`src/rtl/systolic_feeder.sv`:
```
// Operand sequencer and skew generator for a 3x3 MAC systolic array.
// Buffers matrix A one row per beat and matrix B one column per beat, clears the
// array, then streams the operands diagonally skewed into the left and top edges
// with the array enabled. Flags res_valid once every accumulator holds A x B and
// holds it until the consumer acknowledges with res_ready.
//
// Ports:
//   clk, rst              clock, synchronous active-high reset
//   ld_valid / ld_ready   operand beat handshake
//   ld_a_row, ld_b_col    row k of A and column k of B, element m in lane m
//   arr_clr, arr_en       array reset and enable
//   feed_left, feed_top   skewed operand lanes into the array edges
//   busy                  high while clearing or running the array
//   res_valid / res_ready result handshake

module systolic_feeder #(
   parameter int unsigned MATRIX_SIZE = 3,
   parameter int unsigned DATA_WIDTH  = 8,
   parameter int unsigned CNT_WIDTH   = 4
) (
   input  logic                              clk,
   input  logic                              rst,
   input  logic                              ld_valid,
   output logic                              ld_ready,
   input  logic [MATRIX_SIZE*DATA_WIDTH-1:0] ld_a_row,
   input  logic [MATRIX_SIZE*DATA_WIDTH-1:0] ld_b_col,
   output logic                              arr_clr,
   output logic                              arr_en,
   output logic [MATRIX_SIZE*DATA_WIDTH-1:0] feed_left,
   output logic [MATRIX_SIZE*DATA_WIDTH-1:0] feed_top,
   output logic                              busy,
   output logic                              res_valid,
   input  logic                              res_ready
);

   localparam logic [CNT_WIDTH-1:0] NumBeats = CNT_WIDTH'(MATRIX_SIZE);
   localparam logic [CNT_WIDTH-1:0] LastBeat = CNT_WIDTH'(MATRIX_SIZE - 1);
   localparam logic [CNT_WIDTH-1:0] LastStep = CNT_WIDTH'(3 * MATRIX_SIZE - 3);

   typedef enum logic [1:0] {StLoad, StClear, StRun, StDone} state_e;

   state_e               state_q, state_d;
   logic [CNT_WIDTH-1:0] beat_q, beat_d;
   logic [CNT_WIDTH-1:0] step_q, step_d;
   logic                 accept;

   // a_buf[row][col] = A[row][col], b_buf[row][col] = B[row][col]
   logic [DATA_WIDTH-1:0] a_buf [MATRIX_SIZE][MATRIX_SIZE];
   logic [DATA_WIDTH-1:0] b_buf [MATRIX_SIZE][MATRIX_SIZE];

   assign accept = ld_valid & ld_ready;

   // State register
   always_ff @(posedge clk) begin
      if (rst) begin
         state_q <= StLoad;
         beat_q  <= '0;
         step_q  <= '0;
      end else begin
         state_q <= state_d;
         beat_q  <= beat_d;
         step_q  <= step_d;
      end
   end

   // Operand buffers are deliberately not reset; a fresh load overwrites them.
   always_ff @(posedge clk) begin
      if (accept) begin
         for (int k = 0; k < int'(MATRIX_SIZE); k++) begin
            if (beat_q == CNT_WIDTH'(k)) begin
               for (int m = 0; m < int'(MATRIX_SIZE); m++) begin
                  a_buf[k][m] <= ld_a_row[m*DATA_WIDTH +: DATA_WIDTH];
                  b_buf[m][k] <= ld_b_col[m*DATA_WIDTH +: DATA_WIDTH];
               end
            end
         end
      end
   end

   // Next-state logic
   always_comb begin
      state_d = state_q;
      beat_d  = beat_q;
      step_d  = step_q;
      unique case (state_q)
         StLoad: begin
            if (accept) begin
               beat_d = beat_q + 1'b1;
               if (beat_q == LastBeat) state_d = StClear;
            end
         end
         StClear: begin
            step_d  = '0;
            state_d = StRun;
         end
         StRun: begin
            if (step_q == LastStep) begin
               state_d = StDone;
            end else begin
               step_d = step_q + 1'b1;
            end
         end
         StDone: begin
            if (res_ready) begin
               state_d = StLoad;
               beat_d  = '0;
            end
         end
         default: state_d = StLoad;
      endcase
   end

   // Control outputs; arr_clr follows rst directly so the array clears with us.
   always_comb begin
      ld_ready  = 1'b0;
      arr_clr   = rst;
      arr_en    = 1'b0;
      busy      = 1'b0;
      res_valid = 1'b0;
      unique case (state_q)
         StLoad:  ld_ready = (beat_q < NumBeats);
         StClear: begin
            arr_clr = 1'b1;
            busy    = 1'b1;
         end
         StRun: begin
            arr_en = 1'b1;
            busy   = 1'b1;
         end
         StDone:  res_valid = 1'b1;
         default: ld_ready = 1'b0;
      endcase
   end

   // Skew decode: lane i carries A[i][t-i] (left) / B[t-i][i] (top) when in range.
   // Combinational from step_q so the array samples them on the same edge.
   always_comb begin
      feed_left = '0;
      feed_top  = '0;
      if (state_q == StRun) begin
         for (int i = 0; i < int'(MATRIX_SIZE); i++) begin
            for (int m = 0; m < int'(MATRIX_SIZE); m++) begin
               if (step_q == CNT_WIDTH'(i + m)) begin
                  feed_left[i*DATA_WIDTH +: DATA_WIDTH] = a_buf[i][m];
                  feed_top[i*DATA_WIDTH +: DATA_WIDTH]  = b_buf[m][i];
               end
            end
         end
      end
   end

endmodule
```
`config.mk`:
```
export PLATFORM = sky130hd
export DESIGN_NAME = systolic_feeder
export DESIGN_NICKNAME = d
export VERILOG_FILES = /design/src/rtl/systolic_feeder.sv
export SDC_FILE = /design/constraint.sdc
export NUM_CORES = 1
export LEC_CHECK = 0
export BUFFER_PORTS_ARGS = -buffer_cell sky130_fd_sc_hd__buf_2
export CORE_ASPECT_RATIO = 0.6
export CORE_MARGIN = 2
export CORE_UTILIZATION = 57
export CTS_CLUSTER_SIZE = 10
export DETAILED_ROUTE_END_ITERATION = 7
export PLACE_DENSITY = 0.9
export SETUP_SLACK_MARGIN = 0.15
export SYNTH_ARGS = -nofsm -noshare
export SYNTH_HDL_FRONTEND = slang
export SYNTH_SLANG_ARGS = --single-unit
```
`constraint.sdc`:
```
create_clock -name clk -period 4.4 [get_ports clk]
set_input_delay 0.66 -clock clk [delete_from_list [all_inputs] [get_ports clk]]
set_output_delay 0.66 -clock clk [all_outputs]
set_load 0.01 [all_outputs]
```
# Word-level counts from Yosys, hierarchy flattened
# Memory sizes are Yosys's and may differ from the RTL's.
# Index checks and enable logic that the tools add are counted.
# classes
n_addsub	2
n_bitwise	1
n_eq_ne	15
n_mux	50
n_lt_le_gt_ge	1
n_reduce_logical	11
# ops
operator	count
$mux 8	18
$mux 24	4
$reduce_or 24->1	2
$mux 1	16
$pmux 4 s2	2
$eq 4x2->1 const B	3
$mux 2	6
$mux 4	3
$ne 2x2->1 const B	5
$add 4x1->4 const B	2
$eq 4x1->1 const B	2
$eq 4x3->1 const B	2
$logic_not 4->1	2
$pmux 2 s4	1
$eq 2x2->1 const B	2
$lt 4x2->1 const B	1
$reduce_and 4->1	1
$reduce_bool 2->1	2
$reduce_and 3->1	1
$eq 2x1->1 const B	1
$logic_not 2->1	1
$reduce_and 2->1	1
$reduce_or 2->1	1
$and 1x1->1	1
# word_totals
mem_count	2
mem_bits_rw	144
output_inout_bits	53
register_bits	10
input_bits	52
# mem_list
memory	depth	width	rd	rd_clocked_by_memory_dff	write_ports	line	source
a_buf	3	24	3	0	1	48	logic [DATA_WIDTH-1:0] a_buf [MATRIX_SIZE][MATRIX_SIZE];
b_buf	3	24	3	0	3	49	logic [DATA_WIDTH-1:0] b_buf [MATRIX_SIZE][MATRIX_SIZE];

# Depth between registers and ports, before layout
# depth
depth_word	8
mapped_depth	9
mapped_depth_nobuf	6

# Worst setup path before layout
# OpenSTA, ideal clock, no wires.
# synth_path
path_kind	reg-to-reg
from	register beat_q[0]
to	memory b_buf[0][16] in the netlist's numbering (enable)
stages_incl_launch_ff	5
path_slack_ns	0.364
t_required_ns	3.959
arrival_ns	3.595
setup_ns	0.441
path_cell_list	dfxtp_1 > ha_1 > nor4b_4 > and3_1 > nor3b_1
# synth_rtl
item	line	source
start, declared	43	logic [CNT_WIDTH-1:0] beat_q, beat_d;
start signal, assigned	61	beat_q <= beat_d;
end, declared	49	

# Worst setup path after layout
# layout_path
from	register step_q[1]
to	output feed_top[18]
# layout_via
elab_chain_len	5
elab_cells_between_ends	7
cone_classes	3 x eq/ne; 4 x mux
# layout_lines
item	line	source
start, declared	44	logic [CNT_WIDTH-1:0] step_q, step_d;
start signal, assigned	62	step_q <= step_d;
$eq 4x2->1	143	if (step_q == CNT_WIDTH'(i + m)) begin
$mux 8 (2 in a row)	143	
$mux 8 (*)	143	
$mux 24 (*)	140	if (state_q == StRun) begin
end, declared	30	output logic [MATRIX_SIZE*DATA_WIDTH-1:0] feed_top,
# Every way passes the cells marked *; elsewhere a longest branch is shown, timed or not.

==> summary.txt <==
cell area after synthesis - 6840 um^2
total CTS buffers - 17
Hold Path End - a_buf[1][6]$_DFFE_PP_
final setup TNS - 0 ns
startpoint class of the critical path - flip-flop
Max FO, Critical Path - 20
Critical Path RT - 3.74 ns
status - finished clean
crit path launch - step_q[1]$_SDFFE_PP0P_
CTS tree - yes
Cells after Synth - 520
IO buf count - 104
Avg Vias per Cell - 6.02
f_max - 0.258 GHz
total congestion overflow - 0
Initial Util - 59.6%
die width - 145 um
maximum vdd drop - 340 uV
worst rel slew slack - 27.1%
EDFF count, synth - 144
Placed Area - 7480 um^2
Core ar. - 11500 um^2
DP HPWL - 10900 um
# DRC - 0
Critical Path Sink Type - primary output
number of global-route vias before repair - 4732
Final Max Slew Viols - 0
Total Nets Final - 683
total routed wirelength - 17000 um
Pleak - 3.03 nW
RSZ-0062 raised after global routing - no
Top FF cell, synth - edfxtp_1
Yosys cell types - 46
first-pass GRT wire length - 26300 um
FF-to-FF path depth - 5
row count - 30
Post-Syn Area per Cell - 13.2 um^2
worst setup path class - reg2out
1st-iter DRT viols - 615
Synth area leaders - edfxtp_1 63%, and2_1 11%, a22oi_1 5.0%, dfxtp_1 2.9%, ha_1 2.4%
share of cells above drive strength 1 - 24.6%
worst hold start - ld_a_row[22]
GRT Overall Usage - 27.6%
placed insts - 759
Post-CTS Hold Buffers - 0
Finished Layout Cells - 791
ys async rst share - 0%
via count - 4763
worst clock skew - 0.00850 ns
clk slew on worst S/H paths - 0.06 ns
Power Dens Cells - 527 nW/um^2
post-route cell area - 8050 um^2
H-tree levels - 4
clk_lat worst skew - 0.43 ns
die area - 12900 um^2
min cycle time layout - 3.87 ns
Sink Count - 154
Synth top area share - 63.2%
Tightest Pin Transition - 1.09 ns
max cap viols - 0
Period Utilization, post-route - 88.1%
Synth area leader - edfxtp_1
worst min-delay path class - in2reg
Synthesized Nets - 585
Final Hold Vio Count - 0
# Post-CTS Setup Buffers - 0
post-cts sizing count - 0
IO Count - 105
largest net degree at the start of global routing - 57
remaining antenna violation count - 0
antenna diode count - 0
Worst R2R Start - beat_q[0]$_SDFFE_PP0P_
register area share after synthesis - 66.1%
Yosys reg bits - 154
GP Congestion - 0.829
Pre-antenna DRT Iters - 6
reg2reg setup slack - 1.62 ns
antenna violations before repair - 0
Die H - 88.9 um
Max Root-Sink Buffers - 2
Syn-to-layout area delta - 17.6%
root buf cell - clkbuf_16
Yosys warning total - 0
wire per inst - 21.5 um
hold depth - 1
reg2reg end - b_buf[0][9]$_DFFE_PP_
Worst EP arrival - 3.21 ns
# setup viols final - 0
[metal layers]
metal	track usage, %	share of wire (%)	wire, um	up-vias
li1	-	-	-	2100
met1	37.4	41	6890	2312
met2	43.9	47	7980	310
met3	6.96	10	1780	41
met4	10.7	2.1	350	0
met5	0	0	0	-
[cell usage in the layout, fill, tap and decap left out, types with 4 or more instances in the layout]
master,instances
inv_1,7
o2bb2ai_1,14
ha_1,13
dfxtp_1,10
buf_4,11
buf_2,104
and2_1,121
a21oi_1,5
a22oi_1,46
o21ai_0,32
nand2_1,40
nor2b_1,4
edfxtp_1,144
inv_6,4
clkbuf_16,17
and3_1,5
[cells in the mapped netlist, types with 2 or more instances]
master     number
a21boi_0        2
a21o_1          2
a21oi_1         5
a22oi_1        46
and2_1        121
and3_1          6
buf_2           8
buf_4           4
clkbuf_1       21
clkbuf_2        2
dfxtp_1        10
edfxtp_1      144
ha_1           13
inv_1           7
nand2_1        40
nand2b_1        2
nand3_1         3
nand3b_1        2
nor2_1          2
nor2b_1         4
nor3b_1         3
o21ai_0        32
o2bb2ai_1      14
o31ai_1         2
or3_1           3
xnor2_1         2
[cell type report]
| class | instances | area (um^2) |
|---|---|---|
| multi-input cells | 323 | 2130 |
| repair buffers | 115 | 603 |
| well taps | 160 | 200 |
| fillers | 789 | 3440 |
| clock buffers | 17 | 425 |
| inverters | 7 | 26.3 |
| flip-flops and latches | 154 | 4520 |
| clock inverters | 15 | 140 |
[worst max-delay path by stage]
stage / to / slack, ns / depth (start not counted)
finish: feed_top[18] / 0.53 / 6
global route: feed_left[3] / 0.38 / 8
CTS: feed_top[17] / 0.56 / 6
detailed placement: feed_top[17] / 1.03 / 7
global placement: feed_left[0] / 1.17 / 8
floorplan: b_buf[0][16]$_DFFE_PP_ / 0.36 / 4
[logic make-up (layout without fill, tap and decap cells)]
kind of cell	count (synthesis)	after routing	synth area share, %
AO/OA/AOI/OAI	109	109	10.9
AND/OR/NAND/NOR	199	199	17.5
flip-flops	154	154	66.1
adder cells (fa/ha/maj)	13	13	2.38
buffers and inverters	43	154	2.87
XOR/XNOR	2	2	0.256
[power by group]
group / switching (mW) / internal (mW) / total (mW)
clock network: 0.617 / 0.789 / 1.41
registers: 0.0901 / 1.97 / 2.06
logic: 0.514 / 0.259 / 0.773
total: 1.22 / 3.02 / 4.24
[state kept, by name (all words and copies together), names as in the netlist]
name and count:
a_buf 72, b_buf 72, beat_q 4, state_q 2
step_q 4
[critical path: stages, from the launching register on]
cell,delay [ns]
dfxtp_1,0.46
ha_1,0.79
nor3b_4,0.32
and2b_1,0.69
nand2_1,0.11
a21boi_0,0.24
buf_2,0.17
[per-stage QoR]
stage / setup slack, ns / utilization, % / hold WS (ns) / power (mW)
CTS: 0.562 / 70.1 / 0.429 / 4.24
detailed placement: 1.03 / 65.1 / 0.528 / 2.85
finish: 0.525 / 70.1 / 0.440 / 4.24
floorplan: 0.364 / - / 0.481 / 2.56
global route: 0.383 / 70.1 / 0.431 / 4.41
global placement: 1.17 / 65.1 / 0.493 / 2.78
Note: power is estimated with default switching activity, not from simulation.
